$ cat config.mk
export PLATFORM = sky130hd
export DESIGN_NAME = fetch_sequencer
export DESIGN_NICKNAME = d
export VERILOG_FILES = /design/src/rtl/fetch_sequencer.sv
export SDC_FILE = /design/constraint.sdc
export NUM_CORES = 1
export LEC_CHECK = 0
export CORE_ASPECT_RATIO = 0.75
export CORE_MARGIN = 5
export CORE_UTILIZATION = 43
export CTS_BUF_LIST = sky130_fd_sc_hd__clkbuf_4 sky130_fd_sc_hd__clkbuf_8
export DETAILED_ROUTE_END_ITERATION = 6
export PLACE_DENSITY = 0.85
export SKIP_CTS_REPAIR_TIMING = 1
export SYNTH_ARGS = -nofsm -noshare
export SYNTH_HDL_FRONTEND = slang
export SYNTH_SLANG_ARGS = --single-unit
$ cat constraint.sdc
create_clock -name clk -period 2.15 [get_ports clk]
set_clock_uncertainty 0.05 [all_clocks]
set_input_delay 0.3225 -clock clk [delete_from_list [all_inputs] [get_ports clk]]
set_output_delay 0.3225 -clock clk [all_outputs]
set_load 0.05 [all_outputs]
$ cat src/rtl/fetch_sequencer.sv
// Instruction-fetch sequencer for the non-pipelined LEGv8 core: owns the PC and handshakes with
// variable-latency instruction memory. Define FETCH_TIMEOUT_EN to enable the WAIT timeout fault.
`ifndef WORD
`define WORD 64
`endif
`ifndef INSTR_LEN
`define INSTR_LEN 32
`endif

module fetch_sequencer #(
   parameter logic [`WORD-1:0] RESET_PC = `WORD'd0,
   parameter int unsigned      TIMEOUT  = 16
) (
   input  logic                  clk,
   input  logic                  reset,
   input  logic                  start,
   input  logic                  stall,
   input  logic                  pc_src,
   input  logic [`WORD-1:0]      branch_target,
   input  logic                  halt_req,
   output logic                  mem_req,
   output logic [`WORD-1:0]      mem_addr,
   input  logic                  mem_ready,
   input  logic [`INSTR_LEN-1:0] mem_rdata,
   output logic [`INSTR_LEN-1:0] instruction,
   output logic                  instr_valid,
   output logic [`WORD-1:0]      pc,
   output logic                  halted,
   output logic                  fetch_fault
);

   localparam int unsigned WORD_W  = `WORD;
   localparam int unsigned INSTR_W = `INSTR_LEN;

   typedef enum logic [2:0] {S_IDLE, S_REQ, S_WAIT, S_HOLD, S_HALT} state_t;

   state_t              state, state_n;
   logic                mem_req_n, instr_valid_n, halted_n, fetch_fault_n;
   logic [WORD_W-1:0]   mem_addr_n, pc_n, next_pc;
   logic [INSTR_W-1:0]  instruction_n;

   if (TIMEOUT == 0) begin : g_timeout_check
      $error("fetch_sequencer: TIMEOUT must be nonzero");
   end

   // Successor of the held instruction; branch targets are forced word-aligned.
   assign next_pc = pc_src ? (branch_target & ~WORD_W'(3)) : pc + WORD_W'(4);

`ifdef FETCH_TIMEOUT_EN
   localparam int unsigned CNT_W = $clog2(TIMEOUT + 1);

   logic [CNT_W-1:0] wait_cnt;
   logic             timeout_c;

   // Counts consecutive WAIT cycles without a response; zero everywhere else.
   always_ff @(posedge clk or negedge reset) begin
      if (!reset)
         wait_cnt <= '0;
      else if (state == S_WAIT && !mem_ready)
         wait_cnt <= wait_cnt + CNT_W'(1);
      else
         wait_cnt <= '0;
   end

   assign timeout_c = (32'(wait_cnt) + 32'd1) == TIMEOUT;
`endif

   always_ff @(posedge clk or negedge reset) begin
      if (!reset) begin
         state       <= S_IDLE;
         mem_req     <= 1'b0;
         mem_addr    <= RESET_PC;
         instruction <= '0;
         pc          <= RESET_PC;
         instr_valid <= 1'b0;
         halted      <= 1'b0;
         fetch_fault <= 1'b0;
      end else begin
         state       <= state_n;
         mem_req     <= mem_req_n;
         mem_addr    <= mem_addr_n;
         instruction <= instruction_n;
         pc          <= pc_n;
         instr_valid <= instr_valid_n;
         halted      <= halted_n;
         fetch_fault <= fetch_fault_n;
      end
   end

   // Next state plus next values of the registered outputs.
   always_comb begin
      state_n       = state;
      mem_req_n     = mem_req;
      mem_addr_n    = mem_addr;
      instruction_n = instruction;
      pc_n          = pc;
      instr_valid_n = instr_valid;
      halted_n      = halted;
      fetch_fault_n = fetch_fault;
      case (state)
         S_IDLE: begin
            if (halt_req) begin
               state_n  = S_HALT;
               halted_n = 1'b1;
            end else if (start) begin
               state_n    = S_REQ;
               mem_req_n  = 1'b1;
               mem_addr_n = RESET_PC;
            end
         end
         S_REQ, S_WAIT: begin
            if (mem_ready) begin
               state_n       = S_HOLD;
               mem_req_n     = 1'b0;
               instruction_n = mem_rdata;
               pc_n          = mem_addr;
               instr_valid_n = 1'b1;
            end else begin
               state_n = S_WAIT;
`ifdef FETCH_TIMEOUT_EN
               if (state == S_WAIT && timeout_c) begin
                  state_n       = S_HALT;
                  mem_req_n     = 1'b0;
                  halted_n      = 1'b1;
                  fetch_fault_n = 1'b1;
               end
`endif
            end
         end
         S_HOLD: begin
            if (!stall) begin
               instr_valid_n = 1'b0;
               if (halt_req) begin
                  state_n  = S_HALT;
                  halted_n = 1'b1;
               end else begin
                  state_n    = S_REQ;
                  mem_req_n  = 1'b1;
                  mem_addr_n = next_pc;
               end
            end
         end
         S_HALT: ;
         default: state_n = S_IDLE;
      endcase
   end

endmodule
# Word level (Yosys, flattened, before mapping)
# Cells that the tools add are included.
# Widths: inputs -> output; s select.
dict set report classes {
  add_sub_neg 1
  mul 0
  n_div 0
  n_lt_le_gt_ge 0
  eq_ne 10
  shift 0
  mux 24
  bitwise 1
  n_reduce_logical 11
}
# op count
set op_table {}
lappend op_table {{$mux 64} 5}
lappend op_table {{$pmux 64 s2} 1}
lappend op_table {{$add 64x3->64 const B} 1}
lappend op_table {{$mux 3} 4}
lappend op_table {{$pmux 3 s4} 1}
lappend op_table {{$mux 1} 10}
lappend op_table {{$ne 2x2->1 const B} 5}
lappend op_table {{$eq 3x2->1 const B} 2}
lappend op_table {{$reduce_and 3->1} 2}
lappend op_table {{$reduce_and 6->1} 1}
lappend op_table {{$reduce_and 5->1} 1}
lappend op_table {{$pmux 1 s2} 2}
lappend op_table {{$reduce_and 2->1} 2}
lappend op_table {{$reduce_bool 2->1} 2}
lappend op_table {{$eq 3x1->1 const B} 1}
lappend op_table {{$eq 3x3->1 const B} 1}
lappend op_table {{$logic_not 3->1} 1}
lappend op_table {{$ne 3x3->1 const B} 1}
lappend op_table {{$pmux 1 s3} 1}
lappend op_table {{$reduce_bool 3->1} 1}
lappend op_table {{$reduce_or 2->1} 1}
lappend op_table {{$not 1->1} 1}
dict set report totals {
  regBits 166
  latch_bits 0
  ramBits 0
  romBits 0
  in_bits 103
  output_inout_bits 164
  elab_cells 54
  n_memories 0
}

# Longest topological paths before layout
dict set report depth {
  word_depth 5
  ltp_mapped 9
  ltp_nobuf 7
}

# Worst setup path after synthesis
# OpenSTA, ideal clock, no wires.
dict set report synth_path {
  path_kind {reg-to-reg}
  start {reg pc[2]}
  end {reg mem_addr[46]}
  arrival_ps 2543
  t_required_ps 2026
  path_slack_ps -518
  stages_incl_launch_ff 9
  n_path_buf 1
  path_cell_list {dfrtp_1 ha_1 nand4_4 nor4_4 and4_1 buf_6 or4b_1 xor2_1 o21ai_2}
}
dict set report synth_via {
  elab_chain_len 5
}
# item line
set synth_rtl {}
lappend synth_rtl {{from (decl)} 27} ;# output logic [`WORD-1:0] pc,
lappend synth_rtl {{from (signal assigned)} 83} ;# pc <= pc_n;
lappend synth_rtl {{$add 64x3->64} 47} ;# assign next_pc = pc_src ? (branch_target & ~WORD_W'(3)) : pc + WORD_W'(4);
lappend synth_rtl {{$mux 64} 47}
lappend synth_rtl {{$mux 64} 133} ;# if (halt_req) begin
lappend synth_rtl {{$mux 64} 131} ;# if (!stall) begin
lappend synth_rtl {{$pmux 64 s2} 100} ;# case (state)
lappend synth_rtl {{to (signal assigned)} 81} ;# mem_addr <= mem_addr_n;
lappend synth_rtl {{to (decl)} 22} ;# output logic [`WORD-1:0] mem_addr,
# No other way between the ends. The select of a mux whose other input is x is not followed.
# A chain may end at the register's enable or synchronous reset.

# Final worst setup path
dict set report layout_path {
  start {reg pc[2]}
  end {reg mem_addr[28]}
}
# Same word-level chain as after synthesis.

==> out/qor.csv <==
stage;metric;value;unit
outcome;outcome;completed;
logic_synthesis;#FFs+latches synth;166;
clocking;Skew-Pair Late Insertion Delay;0.45;ns
detailed_routing;DRT Pass-1 Iters;5;
floorplanning;core area;0.01829;mm^2
layout;layout cells sized above 1;24.69;%
floorplanning;Row Count;43;
sta;final hold slack;0.3168;ns
worst_setup_path;Critical Path Fanout Max;3;
worst_setup_path;Startpoint Class;register;
sta;fin crit share;98.51;%
layout;nets;1136;
logic_synthesis;Synth area leader;dfrtp_1;
clocking;TritonCTS clock tree;built;
global_routing;first-pass GRT wire length;40820;um
detailed_routing;Routed wire per std cell;20.26;um
logic_synthesis;instance count of the mapped netlist;714;
placement;number of placed instances, taps included;1255;
layout;Final Core Density;65.82;%
power_and_ir_drop;Peak VDD IR;0.001288;V
layout;Non-Filler Instances;1293;
sta;final setup fails;0;
logic_synthesis;Post-Syn Area;0.007909;mm^2
logic_synthesis;Synth cell types;50;
logic_synthesis;EDFF count, synth;0;
sta;Slew headroom;62.06;%
placement;hpwl dp;19210;um
placement;port bufs;263;
worst_setup_path;CP endpoint kind;register;
worst_setup_path;FF-to-FF setup slack;0.03;ns
logic_synthesis;Top FF cell, synth;dfrtp_1;
floorplanning;Ports;267;
hold_path;HP Class;input pin to asynchronous set/reset pin;
clocking;Clock Tree Root;clkbuf_8;
worst_setup_path;WP data arrival;2.40;ns
floorplanning;chip height;127.5;um
clocking;# clock sinks;166;
global_routing;GR Util met1;33.16;%
power_and_ir_drop;share of total power in combinational logic;58.3;%
sta;Final Hold Fails;0;
global_routing;vias in the first global route;7260;
sta;Max Slew Vio Count;0;
power_and_ir_drop;Sw Ratio;49.65;%
global_routing;grt peak-use layer;met2;
sta;Final min period;2.118;ns
global_routing;antenna violations before repair;1;
sta;Achievable Freq;0.4721;GHz
detailed_routing;drt initial violations;707;
layout;fillers;1373;
power_and_ir_drop;Int Pwr;10080;uW
power_and_ir_drop;PD cells;1662;mW/mm^2
layout;Syn-to-layout area delta;52.24;%
power_and_ir_drop;Net Sw Power;9936;uW
sta;Sum Neg Setup Slack;0;ns
power_and_ir_drop;Flop pwr share;29.3;%
logic_synthesis;Post-Synth Simple-Gate Area;13.73;%
detailed_routing;drc violations;0;
logic_synthesis;post-synthesis mux area share;13.62;%
power_and_ir_drop;P_leak;0.005765;uW
worst_setup_path;crit path kind;register to register;
sta;Slew @ Worst Pin;0.5682;ns
global_routing;GR Overflow Total;0;
logic_synthesis;Syn Nets;818;
power_and_ir_drop;Clk pwr share;12.4;%
flow_run;Max-Cap Viols;0;
detailed_routing;DR vias/cell;5.602;
detailed_routing;WL final;26200;um
logic_synthesis;Seq/Total Area, Yosys;52.52;%
logic_synthesis;Area contributors post-synth;dfrtp_1, mux2_2, o21ai_0;
sta;RSZ-0062 raised after global routing;yes;
logic_synthesis;area fraction in compound gates after synthesis;11.12;%
logic_synthesis;ys async rst share;100.0;%
clocking;htree depth;4;
placement;Final GP Congestion;0.9123;
global_routing;largest net degree at the start of global routing;53;
floorplanning;starting density of the core;43.24;%
clocking;Num CTS Buffers;17;
logic_synthesis;Avg Cell Area, Syn;11.08;um^2
logic_synthesis;main combinational cell family by area after synthesis;simple AND/OR/NAND/NOR gates;
global_routing;met3 GRT Util;9.403;%
global_routing;met2 Use GR;36.32;%
worst_setup_path;critical path required time;2.43;ns
logic_synthesis;Synth Warn #;0;
detailed_routing;Vias;7243;
logic_synthesis;Post-Synth Adder-Cell Area;0.1582;%
global_routing;total track usage;24.10;%
clocking;clock buffer depth;2;
logic_synthesis;area fraction of the dominant cell type after synthesis;52.52;%
floorplanning;Die W;166.6;um
logic_synthesis;Synth Area in XOR/XNOR;6.423;%
detailed_routing;antenna-violating nets left;0;
clocking;Worst-path clk slew;0.10;ns
floorplanning;die area;0.02123;mm^2
==> metal layers <==
layer / vias to the layer above / wire length (um)
li1: 3249 / -
met1: 3565 / 11300
met2: 391 / 11720
met3: 38 / 2827
met4: 0 / 352
met5: - / 0
==> worst max-delay path, cell delays in order, from the launching register on <==
cell and delay (ns):
dfrtp_2 0.40, ha_4 0.16, nand4_4 0.15, or4_4 0.56, or3_4 0.38, nor2_2 0.11, xnor2_1 0.12, o21ai_1 0.07
==> synthesized netlist by cell type (21+ instances only) <==
| cell type | instances |
|---|---|
| dfrtp_1 | 166 |
| mux2_2 | 93 |
| o21ai_0 | 58 |
| nand2_1 | 46 |
| nor2_1 | 45 |
| a22oi_1 | 38 |
| nand3_1 | 37 |
| xor2_1 | 32 |
| xnor2_1 | 26 |
| nand4_1 | 23 |
| clkbuf_1 | 21 |
==> layout make-up <==
type	count	area (um^2)	area share (%)
diodes	1	2.502	0.02078
clock buffers	18	247.7	2.058
inverters	5	18.77	0.1559
well taps	247	309.0	2.567
repair buffers	337	3392	28.17
clock inverters	14	187.7	1.559
multi-input cells	505	3700	30.73
flip-flops and latches	166	4183	34.74
==> state kept, by name (all words and copies together), names as in the netlist <==
signal and count:
halted 1, mem_req 1, instr_valid 1, mem_addr 64, instruction 32, state 3
pc 64
==> path summary, 6_finish.rpt <==
| path | startpoint | end | cells past startpoint |
|---|---|---|---|
| setup / recovery | pc[2] | mem_addr[28] | 7 |
| hold / removal | reset | mem_addr[37] | 2 |
| setup reg to reg | pc[2] | mem_addr[28] | 7 |
| hold reg to reg | halted | halted | 1 |
| max in group asynchronous | reset | pc[25] | 3 |
| min in group clk | branch_target[20] | mem_addr[20] | 3 |
==> placed cells by master (no fill, tap or decap), types with 3 or more instances in the layout <==
master	n
o21ai_0	56
buf_12	6
a31oi_1	4
nand3_1	36
nand2_1	46
nor3_1	14
mux2i_1	3
xor2_1	32
clkbuf_8	18
nor4_1	5
a22oi_1	38
inv_1	5
dfrtp_2	23
o21ai_1	10
xnor2_1	26
buf_4	72
nand4_4	4
nor4_4	4
and3_1	6
clkdlybuf4s50_1	202
nor2_1	40
nand4_1	23
mux2_2	93
dlymetal6s2s_1	55
a21oi_1	16
o31ai_1	8
inv_8	3
bufinv_16	3
or2_2	3
dfrtp_1	143
nor2_4	3
inv_6	4
==> power groups by stage <==
stage | Combinational [uW] | Sequential, uW | Clock (uW)
floorplan | 2610 | 10500 | 0
global placement | 11600 | 5800 | 0
detailed placement | 11700 | 5880 | 0
CTS | 11700 | 5830 | 2540
global route | 12200 | 6060 | 2690
finish | 11700 | 5860 | 2490
==> per-stage QoR <==
step	setup WS, ns	cell area [um^2]	power, uW
2_1_floorplan	-0.1764	7964	13080
5_1_grt	-0.06458	12040	20940
6_report	0.03197	12040	20010
4_1_cts	-0.1385	11780	20110
3_3_place_gp	0.02933	11340	17350
3_5_place_dp	-0.06390	11340	17580
==> logic make-up (layout without fill, tap and decap cells) <==
family                   Yosys count  count (layout)
AO/OA/AOI/OAI                    145             145
XOR/XNOR                          58              58
adder cells (fa/ha/maj)            1               1
buffers and inverters             43             374
flip-flops                       166             166
multiplexers                      96              96
other                              1               2
AND/OR/NAND/NOR                  204             204
Power figures use the tool's default switching activity.
